### src/rtl/adc_snap_pkg.sv
// Shared definitions for the ADC snapshot capture controller.
package adc_snap_pkg;

  typedef enum logic [1:0] {
    S_IDLE    = 2'd0,
    S_ARMED   = 2'd1,
    S_CAPTURE = 2'd2,
    S_DONE    = 2'd3
  } state_e;

  localparam int ST_DONE = 31;
  localparam int ST_BUSY = 30;
  localparam int ST_OVR  = 29;

  localparam int CT_EN   = 0;
  localparam int CT_TSRC = 1;
  localparam int CT_WSRC = 2;

endpackage

### src/rtl/adc_snap_capture_ctrl_addr_ctr.sv
// Saturating snapshot word counter (ADDR_W+1 bits) with terminal flag at the last address.
module snap_addr_ctr
  import adc_snap_pkg::*;
#(
  parameter int ADDR_W = 13
) (
  input  logic              i_clk,
  input  logic              i_rst,
  input  logic              i_clr,
  input  logic              i_inc,
  output logic [ADDR_W:0]   o_cnt,
  output logic [ADDR_W:0]   o_cnt_nxt,
  output logic              o_term
);

  localparam logic [ADDR_W:0] LAST = {1'b0, {ADDR_W{1'b1}}};

  logic [ADDR_W:0] r_cnt;
  logic [ADDR_W:0] w_cnt_nxt;

  // The MSB marks a full buffer; once set the count never moves again.
  always_comb begin
    w_cnt_nxt = r_cnt;
    if (i_clr)
      w_cnt_nxt = '0;
    else if (i_inc && !r_cnt[ADDR_W])
      w_cnt_nxt = r_cnt + 1'b1;
  end

  always_ff @(posedge i_clk) begin
    if (i_rst)
      r_cnt <= '0;
    else
      r_cnt <= w_cnt_nxt;
  end

  assign o_cnt     = r_cnt;
  assign o_cnt_nxt = w_cnt_nxt;
  assign o_term    = (r_cnt == LAST);

endmodule

### src/rtl/adc_snap_capture_ctrl.sv
// ADC snapshot capture controller: arm, trigger, write qualified samples, report status.
// Optional sticky overrange flag in status[29] when ADC_SNAP_OVR_FLAG_EN is defined.
//
//   state     | meaning
//   S_IDLE    | after reset, nothing captured
//   S_ARMED   | waiting for trigger (trigger-cycle sample is written)
//   S_CAPTURE | writing qualified samples
//   S_DONE    | buffer full, held until next arm
module adc_snap_capture_ctrl
  import adc_snap_pkg::*;
#(
  parameter int ADDR_W = 13,
  parameter int DATA_W = 64
) (
  input  logic              user_clk,
  input  logic              user_rst,
  input  logic [31:0]       ctrl,
  input  logic              ext_trig,
  input  logic [DATA_W-1:0] din,
  input  logic              din_valid,
  input  logic              adc_ovr,
  output logic [ADDR_W-1:0] bram_addr,
  output logic [DATA_W-1:0] bram_data,
  output logic              bram_we,
  output logic [31:0]       status
);

  state_e          r_state;
  state_e          w_state_nxt;
  logic            r_ctrl0_q;
  logic            w_arm;
  logic            w_trig;
  logic            w_qual;
  logic            w_wr;
  logic            w_ovr_nxt;
  logic            w_term;
  logic [ADDR_W:0] w_cnt;
  logic [ADDR_W:0] w_cnt_nxt;
  logic [31:0]     w_status;

  assign w_arm  = ctrl[CT_EN] & ~r_ctrl0_q;
  assign w_trig = ctrl[CT_TSRC] | ext_trig;
  assign w_qual = ctrl[CT_WSRC] | din_valid;
  assign w_wr   = ~w_arm & w_qual &
                  (((r_state == S_ARMED) & w_trig) | (r_state == S_CAPTURE));

  snap_addr_ctr #(.ADDR_W(ADDR_W)) u_ctr (
    .i_clk     (user_clk),
    .i_rst     (user_rst),
    .i_clr     (w_arm),
    .i_inc     (w_wr),
    .o_cnt     (w_cnt),
    .o_cnt_nxt (w_cnt_nxt),
    .o_term    (w_term)
  );

  always_comb begin
    w_state_nxt = r_state;
    if (w_arm)
      w_state_nxt = S_ARMED;
    else begin
      if (r_state == S_ARMED && w_trig)
        w_state_nxt = S_CAPTURE;
      if (w_wr && w_term)
        w_state_nxt = S_DONE;
    end
  end

`ifdef ADC_SNAP_OVR_FLAG_EN
  logic r_ovr;
  logic w_unused;

  assign w_ovr_nxt = w_arm ? 1'b0 : (r_ovr | (w_wr & adc_ovr));
  assign w_unused  = ^ctrl[31:3];

  always_ff @(posedge user_clk) begin
    if (user_rst)
      r_ovr <= 1'b0;
    else
      r_ovr <= w_ovr_nxt;
  end
`else
  logic w_unused;

  assign w_ovr_nxt = 1'b0;
  assign w_unused  = ^{ctrl[31:3], adc_ovr};
`endif

  // Status is built from next-state values so done lands with the final write pulse.
  always_comb begin
    w_status           = '0;
    w_status[ADDR_W:0] = w_cnt_nxt;
    w_status[ST_DONE]  = (w_state_nxt == S_DONE);
    w_status[ST_BUSY]  = (w_state_nxt == S_ARMED) | (w_state_nxt == S_CAPTURE);
    w_status[ST_OVR]   = w_ovr_nxt;
  end

  always_ff @(posedge user_clk) begin
    if (user_rst) begin
      r_state   <= S_IDLE;
      r_ctrl0_q <= 1'b0;
      bram_we   <= 1'b0;
      bram_addr <= '0;
      bram_data <= '0;
      status    <= '0;
    end else begin
      r_state   <= w_state_nxt;
      r_ctrl0_q <= ctrl[CT_EN];
      bram_we   <= w_wr;
      if (w_wr) begin
        bram_addr <= w_cnt[ADDR_W-1:0];
        bram_data <= din;
      end
      status    <= w_status;
    end
  end

endmodule

### config.mk
export PLATFORM = sky130hd
export DESIGN_NAME = adc_snap_capture_ctrl
export DESIGN_NICKNAME = d
export VERILOG_FILES = /design/src/rtl/adc_snap_pkg.sv /design/src/rtl/adc_snap_capture_ctrl_addr_ctr.sv /design/src/rtl/adc_snap_capture_ctrl.sv
export SDC_FILE = /design/constraint.sdc
export NUM_CORES = 1
export LEC_CHECK = 0
export CAP_MARGIN = 20
export CELL_PAD_IN_SITES_DETAIL_PLACEMENT = 0
export CELL_PAD_IN_SITES_GLOBAL_PLACEMENT = 1
export CORE_ASPECT_RATIO = 0.5
export CORE_MARGIN = 2
export CORE_UTILIZATION = 27
export CTS_CLUSTER_DIAMETER = 120
export DETAILED_ROUTE_END_ITERATION = 10
export PLACE_DENSITY = 0.91
export SLEW_MARGIN = 10
export SYNTH_ARGS = -nofsm -noshare
export SYNTH_HDL_FRONTEND = slang
export SYNTH_SLANG_ARGS = --single-unit
### constraint.sdc
create_clock -name user_clk -period 2.1 [get_ports user_clk]
set_clock_uncertainty 0.1 [all_clocks]
set_input_delay 0.42 -clock user_clk [delete_from_list [all_inputs] [get_ports user_clk]]
set_output_delay 0.42 -clock user_clk [all_outputs]
set_load 0.02 [all_outputs]
# Yosys cells after proc, flatten, opt, wreduce, memory -nomap -nowiden
# Index checks and enable logic that the tools add are counted.
# word_totals
regBits,127
input_bits,101
output_inout_bits,110
word_cells,34
# op_classes
add_sub_neg,1
eq_ne,6
mux,5
bitwise,10
n_reduce_logical,4
# ops
operator,count
14-bit 2-to-1 mux,2
14-bit by 1-bit adder with 14-bit output (second input constant),1
14-bit by 13-bit == test with 1-bit output (second input constant),1
2-bit == test (second input constant),3
2-bit 2-to-1 mux,3
1-bit AND,4
2-bit by 1-bit == test with 1-bit output (second input constant),2
1-bit bitwise OR,4
1-bit logical AND,3
1-bit inverter,2
1-bit zero test,1

# Depth between registers and ports, before layout
# depth
word_depth,10
ltp_mapped,7
mapped_depth_nobuf,6

# Hierarchy
# From an unflattened synthesis, not the netlist that was laid out.
# hier_totals
cells_unflattened,507
hier_area_um2,5018.6
# modules_own_cells
module,n_inst,cells_per_inst,area_per_inst_um2,seq_area_each_um2
adc_snap_capture_ctrl,1,403,4152.7,1941.9
snap_addr_ctr,1,104,865.8,280.3

# Worst setup path before layout
# Ideal clock, no wire load.
# synth_path
path_type,register to register
from,"register, netlist name status[0]"
to,register status[30]
setup_ps,128
arrival_time_ps,1757
t_required_ps,1872
slack_ps,115
path_stages_with_launch,7
n_path_buf,0
synth_period_minus_slack_ps,1985
path_cell_list,dfxtp_1 ha_1 and3_1 nand2_1 o41ai_1 ha_1 nor2b_1
# synth_rtl
element,line,rtl
end signal: assignment,adc_snap_capture_ctrl.sv:114,status <= w_status;
end: declaration,adc_snap_capture_ctrl.sv:25,output logic [31:0] status

==> run_results.csv <==
group,metric,value,unit
run_status,outcome,"complete, no violations",
critical_path,reg2reg_slack,0.12,ns
critical_path,worstPathMaxFanout,5,
floorplan,die_h,89.92,um
global_route,overflow,0,
synth,synth_cell_types,34,
power,pwr_density_cell,682.3,mW/mm^2
drt,viasPerCell,4.872,
clock_tree,cts_tree,"yes",
global_route,grt_use_total,16.10,%
critical_path,worstPathRequired,2.22,ns
clock_tree,postCtsHoldBufs,0,
final_layout,nets,742,
critical_path,worstReg2RegStart,"status[13]$_SDFFE_PP0P_",
drt,wl,12750,um
global_route,grt_max_degree,57,
drt,drt-initial-drc-count,283,
global_route,first_global_vias,3969,
critical_path,arrival,2.10,ns
critical_path,timing.rr.end,"status[30]$_SDFF_PP0_",
critical_path,slowest_delay,0.52,ns
synth,syn_avg_cell_area,8.322,um^2
critical_path,cp-start-kind,"register",
synth,ys_ff_latch,97,
drt,ant_nets,0,
sta,layout_setup_ws,0.1220,ns
global_route,antenna_found_initial,0,
sta,worst_slew_margin_rel,66.06,%
final_layout,fin_util,43.44,%
critical_path,crit_end,"status[30]$_SDFF_PP0_",
final_layout,layout_commonest_cell,"clkdlybuf4s50_1",
placement,place_ws,-0.2478,ns
sta,setup_tns,0,ns
critical_path,worstSetupPathDepth,5,
clock_tree,clk_pin_slew,0.07,ns
floorplan,ios,211,
drt,drc,0,
clock_tree,cts_buffers,9,
critical_path,ff2ff_path_depth,5,
floorplan,start_util,27.63,%
clock_tree,cts.root.buffer_cell,"clkbuf_16",
critical_path,slowest_stage,"o41ai_1",
drt,wl_per_cell,15.14,um
final_layout,mostFrequentLayoutCells,"clkdlybuf4s50_1, dfxtp_1, a21oi_1, nand3_1, o21ai_1",
placement,dp_hpwl,8631,um
power,p_leak,2.098,nW
clock_tree,clkLatencyLatePin,0.34,ns
critical_path,critPathCaptureType,"register",
sta,hold_viol_final,0,
sta,drv_slew,0,
power,total_power,0.004277,W
synth,synthArstFlopShare,0,%
floorplan,die-width,175.8,um
critical_path,critPathLaunch,"status[13]$_SDFFE_PP0P_",
critical_path,cp_top_family,"simple AND/OR/NAND/NOR gates",
sta,rsz0062_at_grt,"no",
sta,fin_worst_hold_slack,0.3771,ns
synth,synth-main-ff-cell,"dfxtp_1",
clock_tree,cts.sinks,97,
global_route,grt_pass1_wl,20510,um
drt,num_vias,4102,
synth,seq_area_frac_synth,48.71,%
floorplan,num_rows,31,
synth,yosys_warnings,0,
clock_tree,clockBufferDepth,2,
floorplan,fp.dieArea,0.01581,mm^2
critical_path,path_class,"register to register",
worst_hold_path,hold_path.class,"register to register",
critical_path,path_buf_inv,0,
floorplan,design.core.area,0.01443,mm^2
drt,drt-pass1-iter-count,4,
sta,finalSetupViolations,0,
clock_tree,h-tree-depth,3,
sta,worst_pin_slew,0.5091,ns
synth,postSynthCellCount,479,
synth,syn_area,0.003986,mm^2
critical_path,path_cells,"and4b_1, nand3_1, o41ai_1, ha_1, nor2b_1",
final_layout,fill_cells,1416,
placement,finalWeightedCongestion,0.8510,
power,vdd_drop_max,377.0,uV
final_layout,syn_to_final_growth,57.25,%
placement,port_buffers,164,
final_layout,drive_gt1_share,9.161,%
sta,max_clock_freq,0.5056,GHz
sta,fin_crit_sh,94.19,%
final_layout,antennaDiodeCount,0,
synth,synth_edf_count,0,
sta,period_needed,1.978,ns
flow_run,maxCapViolCount,0,
## how the worst min path moves through the flow
stage / from / endpoint / slack (ns) / cells after the start
global route: user_rst / status[13]$_SDFFE_PP0P_ / 0.38 / 3
CTS: user_rst / status[13]$_SDFFE_PP0P_ / 0.36 / 3
floorplan: r_state[1]$_SDFF_PP0_ / r_state[1]$_SDFF_PP0_ / 0.41 / 2
global placement: bram_data[47]$_SDFFE_PP0N_ / bram_data[47]$_SDFFE_PP0N_ / 0.36 / 2
detailed placement: bram_data[38]$_SDFFE_PP0N_ / bram_data[38]$_SDFFE_PP0N_ / 0.37 / 2
finish: bram_data[54]$_SDFFE_PP0N_ / bram_data[54]$_SDFFE_PP0N_ / 0.38 / 2
## sequential cells by signal, summed over array words and instances, names as in the netlist
register / count
status: 16
r_state: 2
bram_addr: 13
r_ctrl0_q: 1
bram_data: 64
bram_we: 1
## Yosys cell counts (3+ instances only)
library cell / number / area share, %
buf_1: 3 / 0.28
or4_1: 8 / 1.5
nand3_1: 83 / 10
dfxtp_1: 97 / 49
nor2_1: 6 / 0.56
buf_4: 16 / 3.0
nand4_1: 3 / 0.47
a21oi_1: 87 / 11
mux2i_1: 3 / 0.75
or3_1: 4 / 0.63
buf_2: 12 / 1.5
o21ai_1: 80 / 10
nor2b_1: 4 / 0.63
clkbuf_1: 33 / 3.1
nand2_1: 5 / 0.47
o31ai_1: 8 / 1.5
o21a_1: 4 / 0.75
## cell type report
cell class              count  area [um^2]  share of cell area [%]
inverters                   2        7.507                  0.1198
repair buffers            199         1974                   31.50
multi-input cells         330         1803                   28.76
clock inverters             3        23.77                  0.3792
clock buffers              13        270.3                   4.311
well taps                 198        247.7                   3.952
flip-flops and latches     97         1942                   30.98
## per-layer routing
metal	up-vias	track usage [%]	share of wire, %
met1	1952	19.96	44
li1	2019	-	-
met3	20	3.596	4.7
met4	0	5.165	1.8
met5	-	0	0
met2	111	27.79	49
## worst min-delay path, stage by stage, from the launching register on
cell     delay, ns
dfxtp_1       0.31
o21ai_1       0.06
a21oi_1       0.06
## per-stage QoR
step                cells  cell area, um^2
finish                842             6269
global route          842             6269
CTS                   842             6264
detailed placement    826             5969
global placement      826             5969
floorplan             494             4043
## timing repair
item                       4_1_cts  5_1_grt
buffers inserted                 0        0
gates resized for setup          0        1
setup endpoints to repair        0        1
## power by group
| part | leakage [nW] | internal [W] | switching (W) |
|---|---|---|---|
| clock network | 0.138 | 0.000904 | 0.000707 |
| logic | 1.17 | 0.000328 | 0.000415 |
| registers | 0.786 | 0.00189 | 0.0000280 |
| total | 2.10 | 0.00313 | 0.00115 |
## cells by family after synthesis
| kind of cell | after synthesis | share of synthesized area (%) |
|---|---|---|
| compound gates | 182 | 23.92 |
| mux | 4 | 1.036 |
| simple gates | 126 | 17.23 |
| other cells | 1 | 0.09407 |
| fa+ha+maj | 2 | 0.6276 |
| buf+inv | 67 | 8.381 |
| flops | 97 | 48.71 |
(Power assumes the default switching activity.)
